### src/rtl/dac_pkg.sv
// Shared types and default parameters for the DAC serialiser output stage.
//   ser_state_t : serialiser FSM states (IDLE, LOAD, SHIFT, GAP)
//   DEF_N       : default sample width
//   DEF_DEPTH   : default sample FIFO depth (power of two, >= 2)
//   DEF_CLK_DIV : default ck cycles per sclk half-period (>= 1)
package dac_pkg;

    localparam int DEF_N       = 16;
    localparam int DEF_DEPTH   = 4;
    localparam int DEF_CLK_DIV = 2;

    typedef enum logic [1:0] {
        IDLE  = 2'd0,
        LOAD  = 2'd1,
        SHIFT = 2'd2,
        GAP   = 2'd3
    } ser_state_t;

endpackage

### src/rtl/dac_serialiser_if.sv
// Bus bundle between the fir filter / DAC pins and dac_serialiser.
//   sample_in, sample_valid : filtered sample and its strobe (into the serialiser)
//   sclk, cs_n, sdo         : SPI-style serial DAC frame (out of the serialiser)
//   busy, overflow          : status (out of the serialiser)
//   dbg_state               : current serialiser FSM state, for observation only
// Handshake: sample_valid is a one-cycle strobe with no back-pressure; the
// sample on sample_in must stay stable for the two cycles after the strobe.
// master = producer/observer side, slave = dac_serialiser side.
interface dac_serialiser_if #(
    parameter int N = 16
);
    import dac_pkg::*;

    logic [N-1:0] sample_in;
    logic         sample_valid;
    logic         sclk;
    logic         cs_n;
    logic         sdo;
    logic         busy;
    logic         overflow;
    ser_state_t   dbg_state;

    modport master (
        output sample_in, sample_valid,
        input  sclk, cs_n, sdo, busy, overflow, dbg_state
    );

    modport slave (
        input  sample_in, sample_valid,
        output sclk, cs_n, sdo, busy, overflow, dbg_state
    );

endinterface

### src/rtl/sample_fifo.sv
// Small circular sample FIFO.
//   ck, rst      : clock, synchronous active-high reset
//   push_i       : write wdata_i (ignored when full unless a pop happens on the same edge)
//   pop_i        : drop the head entry (ignored when empty)
//   wdata_i      : sample to write
//   rdata_o      : head entry (valid while !empty_o)
//   full_o       : count == DEPTH
//   empty_o      : count == 0
//   count_nxt_o  : occupancy after the current edge
module sample_fifo #(
    parameter int N     = 16,
    parameter int DEPTH = 4
) (
    input  logic                     ck,
    input  logic                     rst,
    input  logic                     push_i,
    input  logic                     pop_i,
    input  logic [N-1:0]             wdata_i,
    output logic [N-1:0]             rdata_o,
    output logic                     full_o,
    output logic                     empty_o,
    output logic [$clog2(DEPTH):0]   count_nxt_o
);
    localparam int AW = $clog2(DEPTH);
    localparam logic [AW:0] FULL_CNT = (AW+1)'(DEPTH);

    logic [N-1:0]  mem_q [DEPTH];
    logic [AW-1:0] rd_ptr_q;
    logic [AW-1:0] wr_ptr_q;
    logic [AW:0]   count_q;
    logic [AW:0]   count_d;
    logic          do_push;
    logic          do_pop;

    assign full_o  = (count_q == FULL_CNT);
    assign empty_o = (count_q == '0);
    assign rdata_o = mem_q[rd_ptr_q];

    // A push into a full FIFO still succeeds if the head leaves on the same edge.
    assign do_pop  = pop_i & ~empty_o;
    assign do_push = push_i & (~full_o | do_pop);

    always_comb begin
        count_d = count_q;
        if (do_push && !do_pop) begin
            count_d = count_q + (AW+1)'(1);
        end else if (do_pop && !do_push) begin
            count_d = count_q - (AW+1)'(1);
        end
    end

    assign count_nxt_o = count_d;

    always_ff @(posedge ck) begin
        if (rst) begin
            rd_ptr_q <= '0;
            wr_ptr_q <= '0;
            count_q  <= '0;
        end else begin
            if (do_push) begin
                wr_ptr_q <= wr_ptr_q + AW'(1);
            end
            if (do_pop) begin
                rd_ptr_q <= rd_ptr_q + AW'(1);
            end
            count_q <= count_d;
        end
    end

    // Storage needs no reset: entries are only read after being written.
    always_ff @(posedge ck) begin
        if (do_push) begin
            mem_q[wr_ptr_q] <= wdata_i;
        end
    end

endmodule

### src/rtl/dac_serialiser.sv
// Output stage after the fir filter: captures each filtered sample, buffers it
// in sample_fifo and shifts it MSB-first to a serial DAC (cs_n, sclk, sdo).
//   ck, rst : clock, synchronous active-high reset (aborts any frame in flight)
//   bus     : dac_serialiser_if slave modport (sample_in/sample_valid in;
//             sclk, cs_n, sdo, busy, overflow, dbg_state out)
// Frame: cs_n low for 1 + 2*N*CLK_DIV cycles, sclk idles low, DAC samples sdo
// on sclk rising, sdo changes on sclk falling.
// Build option: DAC_OFFSET_BINARY_EN defined -> MSB inverted on load
// (two's complement to offset binary); undefined -> sample shifted unchanged.
module dac_serialiser
    import dac_pkg::*;
#(
    parameter int N       = DEF_N,
    parameter int DEPTH   = DEF_DEPTH,
    parameter int CLK_DIV = DEF_CLK_DIV
) (
    input  logic             ck,
    input  logic             rst,
    dac_serialiser_if.slave  bus
);
    localparam int DW = (CLK_DIV > 1) ? $clog2(CLK_DIV) : 1;
    localparam int BW = $clog2(N);
    localparam logic [DW-1:0] DIV_LAST = DW'(CLK_DIV - 1);
    localparam logic [BW-1:0] BIT_LAST = BW'(N - 1);

    ser_state_t           state_q, state_d;
    logic [N-1:0]         shreg_q, shreg_d;
    logic [DW-1:0]        div_cnt_q, div_cnt_d;
    logic [BW-1:0]        bit_cnt_q, bit_cnt_d;
    logic                 sclk_q, sclk_d;
    logic                 cs_n_q, cs_n_d;
    logic                 sdo_q, sdo_d;
    logic                 busy_q, busy_d;
    logic                 overflow_q, overflow_d;
    logic                 valid_d_q;
    logic                 pop;
    logic [N-1:0]         head;
    logic [N-1:0]         load_word;
    logic                 fifo_full;
    logic                 fifo_empty;
    logic [$clog2(DEPTH):0] count_nxt;

    // The fir output settles on the edge that ends its valid cycle, so the
    // sample is pushed one cycle after the strobe, using the delayed strobe.
    sample_fifo #(
        .N     (N),
        .DEPTH (DEPTH)
    ) u_fifo (
        .ck          (ck),
        .rst         (rst),
        .push_i      (valid_d_q),
        .pop_i       (pop),
        .wdata_i     (bus.sample_in),
        .rdata_o     (head),
        .full_o      (fifo_full),
        .empty_o     (fifo_empty),
        .count_nxt_o (count_nxt)
    );

`ifdef DAC_OFFSET_BINARY_EN
    assign load_word = {~head[N-1], head[N-2:0]};
`else
    assign load_word = head;
`endif

    always_comb begin
        state_d   = state_q;
        shreg_d   = shreg_q;
        div_cnt_d = div_cnt_q;
        bit_cnt_d = bit_cnt_q;
        sclk_d    = sclk_q;
        cs_n_d    = cs_n_q;
        sdo_d     = sdo_q;
        pop       = 1'b0;

        case (state_q)
            IDLE: begin
                sclk_d = 1'b0;
                cs_n_d = 1'b1;
                if (!fifo_empty) begin
                    state_d = LOAD;
                end
            end
            LOAD: begin
                pop       = 1'b1;
                shreg_d   = load_word;
                cs_n_d    = 1'b0;
                sdo_d     = load_word[N-1];
                div_cnt_d = '0;
                bit_cnt_d = '0;
                state_d   = SHIFT;
            end
            SHIFT: begin
                if (div_cnt_q == DIV_LAST) begin
                    div_cnt_d = '0;
                    sclk_d    = ~sclk_q;
                    if (sclk_q) begin
                        // Falling edge: present the next bit. Zeros shift in,
                        // so sdo returns low after the last bit.
                        shreg_d   = shreg_q << 1;
                        sdo_d     = shreg_q[N-2];
                        bit_cnt_d = bit_cnt_q + BW'(1);
                        if (bit_cnt_q == BIT_LAST) begin
                            bit_cnt_d = '0;
                            state_d   = GAP;
                        end
                    end
                end else begin
                    div_cnt_d = div_cnt_q + DW'(1);
                end
            end
            GAP: begin
                // cs_n stays low through the first GAP cycle, giving the
                // extra cycle of chip-select hold after the last sclk fall.
                cs_n_d = 1'b1;
                sclk_d = 1'b0;
                if (div_cnt_q == DIV_LAST) begin
                    div_cnt_d = '0;
                    state_d   = IDLE;
                end else begin
                    div_cnt_d = div_cnt_q + DW'(1);
                end
            end
            default: begin
                state_d = IDLE;
            end
        endcase

        overflow_d = overflow_q | (valid_d_q & fifo_full & ~pop);
        // busy is registered from next-state values so it equals
        // (state != IDLE) | (count != 0) | valid_d in the same cycle.
        busy_d = (state_d != IDLE) | (count_nxt != '0) | bus.sample_valid;
    end

    always_ff @(posedge ck) begin
        if (rst) begin
            state_q    <= IDLE;
            shreg_q    <= '0;
            div_cnt_q  <= '0;
            bit_cnt_q  <= '0;
            sclk_q     <= 1'b0;
            cs_n_q     <= 1'b1;
            sdo_q      <= 1'b0;
            busy_q     <= 1'b0;
            overflow_q <= 1'b0;
            valid_d_q  <= 1'b0;
        end else begin
            state_q    <= state_d;
            shreg_q    <= shreg_d;
            div_cnt_q  <= div_cnt_d;
            bit_cnt_q  <= bit_cnt_d;
            sclk_q     <= sclk_d;
            cs_n_q     <= cs_n_d;
            sdo_q      <= sdo_d;
            busy_q     <= busy_d;
            overflow_q <= overflow_d;
            valid_d_q  <= bus.sample_valid;
        end
    end

    assign bus.sclk      = sclk_q;
    assign bus.cs_n      = cs_n_q;
    assign bus.sdo       = sdo_q;
    assign bus.busy      = busy_q;
    assign bus.overflow  = overflow_q;
    assign bus.dbg_state = state_q;

endmodule
### src/flat_wrapper.sv
// flat-port wrapper written by rule: the top's interface ports become plain ports
module dac_serialiser_flat import dac_pkg::*;
#(
    parameter int N       = DEF_N,
    parameter int DEPTH   = DEF_DEPTH,
    parameter int CLK_DIV = DEF_CLK_DIV
)
  (ck, rst, bus_sample_in, bus_sample_valid, bus_sclk, bus_cs_n, bus_sdo, bus_busy, bus_overflow, bus_dbg_state);
  dac_serialiser_if #(.N(N)) bus_i ();
  input  logic ck;
  input  logic rst;
  input wire logic [$bits(bus_i.sample_in)-1:0] bus_sample_in;
  input wire logic [$bits(bus_i.sample_valid)-1:0] bus_sample_valid;
  output wire logic [$bits(bus_i.sclk)-1:0] bus_sclk;
  output wire logic [$bits(bus_i.cs_n)-1:0] bus_cs_n;
  output wire logic [$bits(bus_i.sdo)-1:0] bus_sdo;
  output wire logic [$bits(bus_i.busy)-1:0] bus_busy;
  output wire logic [$bits(bus_i.overflow)-1:0] bus_overflow;
  output wire logic [$bits(bus_i.dbg_state)-1:0] bus_dbg_state;
  assign bus_i.sample_in = bus_sample_in;
  assign bus_i.sample_valid = bus_sample_valid;
  assign bus_sclk = bus_i.sclk;
  assign bus_cs_n = bus_i.cs_n;
  assign bus_sdo = bus_i.sdo;
  assign bus_busy = bus_i.busy;
  assign bus_overflow = bus_i.overflow;
  assign bus_dbg_state = bus_i.dbg_state;
  dac_serialiser #(.N(N), .DEPTH(DEPTH), .CLK_DIV(CLK_DIV)) u_core (.ck(ck), .rst(rst), .bus(bus_i));
endmodule
### config.mk
export PLATFORM = sky130hd
export DESIGN_NAME = dac_serialiser_flat
export DESIGN_NICKNAME = d
export VERILOG_FILES = /design/src/rtl/dac_pkg.sv /design/src/rtl/dac_serialiser_if.sv /design/src/rtl/sample_fifo.sv /design/src/rtl/dac_serialiser.sv /design/src/flat_wrapper.sv
export SDC_FILE = /design/constraint.sdc
export NUM_CORES = 1
export LEC_CHECK = 0
export BUFFER_PORTS_ARGS = -buffer_cell sky130_fd_sc_hd__buf_2
export CAP_MARGIN = 20
export CORE_MARGIN = 4
export CORE_UTILIZATION = 60
export CTS_CLUSTER_SIZE = 14
export DETAILED_ROUTE_END_ITERATION = 8
export PLACE_DENSITY = 0.8
export SLEW_MARGIN = 20
export SYNTH_ARGS = -nofsm -noshare
export SYNTH_HDL_FRONTEND = slang
export SYNTH_SLANG_ARGS = --single-unit
### constraint.sdc
create_clock -name ck -period 3.66 [get_ports ck]
set_clock_uncertainty 0.2 [all_clocks]
set_input_delay 0 -clock ck [delete_from_list [all_inputs] [get_ports ck]]
set_output_delay 0 -clock ck [all_outputs]
set_load 0.05 [all_outputs]
==> out/results.tsv <==
metric	value	unit
Synth top area share	46.6	%
first-pass GRT wire length	12600	um
final setup fails	0	
TritonRoute pass-1 iters	4	
vias per cell	5.93	
routed via count	2459	
Post-Synthesis Cell Area	0.00413	mm^2
flops & latches, synth	101	
Critical Path Start Type	register	
slowest library cell on the worst path	and2_1	
net total in the final layout	365	
largest net degree at the start of global routing	37	
number of port buffers	25	
VDD IR max	0.000352	V
final hold slack	0.173	ns
Final min period	2.69	ns
worst-path maximum fanout	16	
clk root buf	clkbuf_8	
DRC Markers	0	
CP endpoint kind	register	
Post-synth top cells	edfxtp_1 (64), dfxtp_1 (37), nor2_1 (37)	
HP Class	in2reg	
Sink Count	101	
crit-path cells	inv_1 > ha_1 > nor2_1 > nor2b_1 > and2_1	
ant diodes	0	
Initial Utilization	63.5	%
die area	0.00827	mm^2
worst slew pin tran	0.836	ns
maximum clock path buffer count	2	
Num CTS Buffers	9	
area leader, netlist	edfxtp_1	
H-tree Lvls	3	
EDFF count, synth	64	
Clock transition at path regs	0.11	ns
# rows	29	
Post-synth top flop	edfxtp_1	
core area	0.00649	mm^2
Fin. Hold Viols	0	
Wirelength per Cell	17.9	um
ys async rst share	0	%
HP Start	bus_sample_in[14]	
Leakage	1.63	nW
fraction of layout cells with a size suffix above 1	18.9	%
setup TNS	0	ns
status	complete, no violations	
DP Wirelength	4460	um
Die Y	90.9	um
RSZ-0062 raised after global routing	false	
critical path launch point	u_core.bus.dbg_state[1]$_SDFF_PP0_	
maximum clock rate	371	MHz
R2R Path Start	u_core.bus.dbg_state[1]$_SDFF_PP0_	
post-route ant nets	0	
IO Pins	26	
placed inst area	0.00426	mm^2
Final GP Congestion	0.803	
sequential area share after synthesis	64.5	%
top cells by area, synth	edfxtp_1 (47%), dfxtp_1 (18%), mux4_2 (8.7%), ha_1 (3.9%), nor2_1 (3.4%)	
Reg2Reg Depth	5	
Area Overhead vs Synth	13.1	%
critical path class	reg2reg	
worst-skew pair later-pin latency	0.36	ns
distinct cell type count after synthesis	42	
fin area	0.00467	mm^2
Post-CTS Setup Inserts	0	
Slew headroom	44.3	%
Avg Cell Area, Syn	14.1	um^2
CTS tree	built	
WP data required	3.45	ns
maxcap violations	0	
Max Slew Vio Count	0	
worst hold stages	2	
most frequent cell after synthesis	edfxtp_1	
gr usage total	19.6	%
total wire length	7440	um
initial antenna violation count	0	
vias in the first global route	2538	
Power Dens Cells	598	mW/mm^2
total grt overflow	0	
DIE WIDTH	90.9	um
Tcrit/Tclk final	73.6	%
CP max stage delay	0.74	ns
yosys warns	0	
Post-Syn Instances	293	
critical path arrival	2.48	ns
Initial DRC Count	155	
Synth Net Count	325	
total power	2.79	mW
where the power goes:
group | internal [mW] | total (mW) | switching, mW
clock network | 0.338 | 0.754 | 0.416
registers | 1.31 | 1.37 | 0.0602
logic | 0.246 | 0.668 | 0.422
total | 1.89 | 2.79 | 0.899
cells in the final DEF, fill, tap and decap left out, types with 2 or more instances in the layout:
cell,instances
nor2b_1,5
xor2_1,2
inv_1,7
o22ai_1,15
a311oi_1,2
nand2_1,13
inv_6,2
nor2_1,37
nand3_1,5
and2_1,4
inv_8,2
o21ai_0,7
edfxtp_1,64
mux2i_1,3
ha_1,13
nand2b_1,2
buf_2,25
xnor2_1,2
dlygate4sd3_1,19
a211oi_1,15
buf_4,3
mux4_2,16
dfxtp_1,37
clkbuf_8,9
a22oi_1,2
a21oi_1,8
sequential cells by signal, indices dropped and copies added (netlist names), 2 cells and up, named ones only:
name and count:
u_core.u_fifo.rd_ptr_q 2, u_core.u_fifo.mem_q 64, u_core.bit_cnt_q 4, u_core.shreg_q 15, u_core.bus.dbg_state 2, u_core.u_fifo.wr_ptr_q 2, u_core.u_fifo.count_q 3
cell type report:
class	count	area, um^2
clock buffer	9	124
multi-input combinational	167	1330
clock inverter	7	95.1
tap	77	96.3
sequential	101	2660
timing repair buffer	47	338
fill	421	1830
inverter	7	26.3
stage by stage:
step | instances | worst slack [ns] | utilization (%)
finish | 415 | 0.966 | 71.9
global placement | 380 | 1.10 | 65.6
floorplan | 293 | 1.16 | -
detailed placement | 380 | 0.958 | 65.6
global route | 415 | 0.712 | 71.9
CTS | 415 | 0.926 | 71.9
kinds of logic (layout without fill, tap and decap cells):
logic type               Yosys count  count (layout)  synth area share (%)
AND/OR/NAND/NOR                   73              73                  8.10
multiplexers                      20              20                  9.83
buffers and inverters             25              70                  3.34
AO/OA/AOI/OAI                     57              57                  9.40
flip-flops                       101             101                  64.5
XOR/XNOR                           4               4                 0.849
adder cells (fa/ha/maj)           13              13                  3.94
per-layer routing:
| layer | share of wire, % | global-route usage (%) | routed length, um | vias to the layer above |
|---|---|---|---|---|
| met5 | 0 | 0 | 0 | - |
| met4 | 1.0 | 7.54 | 74 | 0 |
| met3 | 5.8 | 5.67 | 429 | 6 |
| met2 | 51 | 31.9 | 3790 | 86 |
| met1 | 42 | 25.1 | 3140 | 1186 |
| li1 | - | - | - | 1181 |
critical path, delay by kind of cell, from the launching register on:
kind | cells | cell delay (ns)
buf+inv | 1 | 0.13
fa+ha+maj | 1 | 0.38
simple gates | 3 | 1.23
flops | 1 | 0.37
repair_timing:
action	CTS	global route
endpoints found under the hold margin	82	0
resized for setup	0	0
hold buffers	19	0
endpoints found under the setup margin	0	0
final timing paths:
kind / end / slack, ns
max: u_core.u_fifo.mem_q[0][7]$_DFFE_PP_ / 0.97
min: u_core.u_fifo.mem_q[0][14]$_DFFE_PP_ / 0.17
max reg2reg: u_core.u_fifo.mem_q[0][7]$_DFFE_PP_ / 0.97
min reg2reg: u_core.bus.overflow$_SDFF_PP0_ / 0.28
Power figures use the tool's default switching activity.
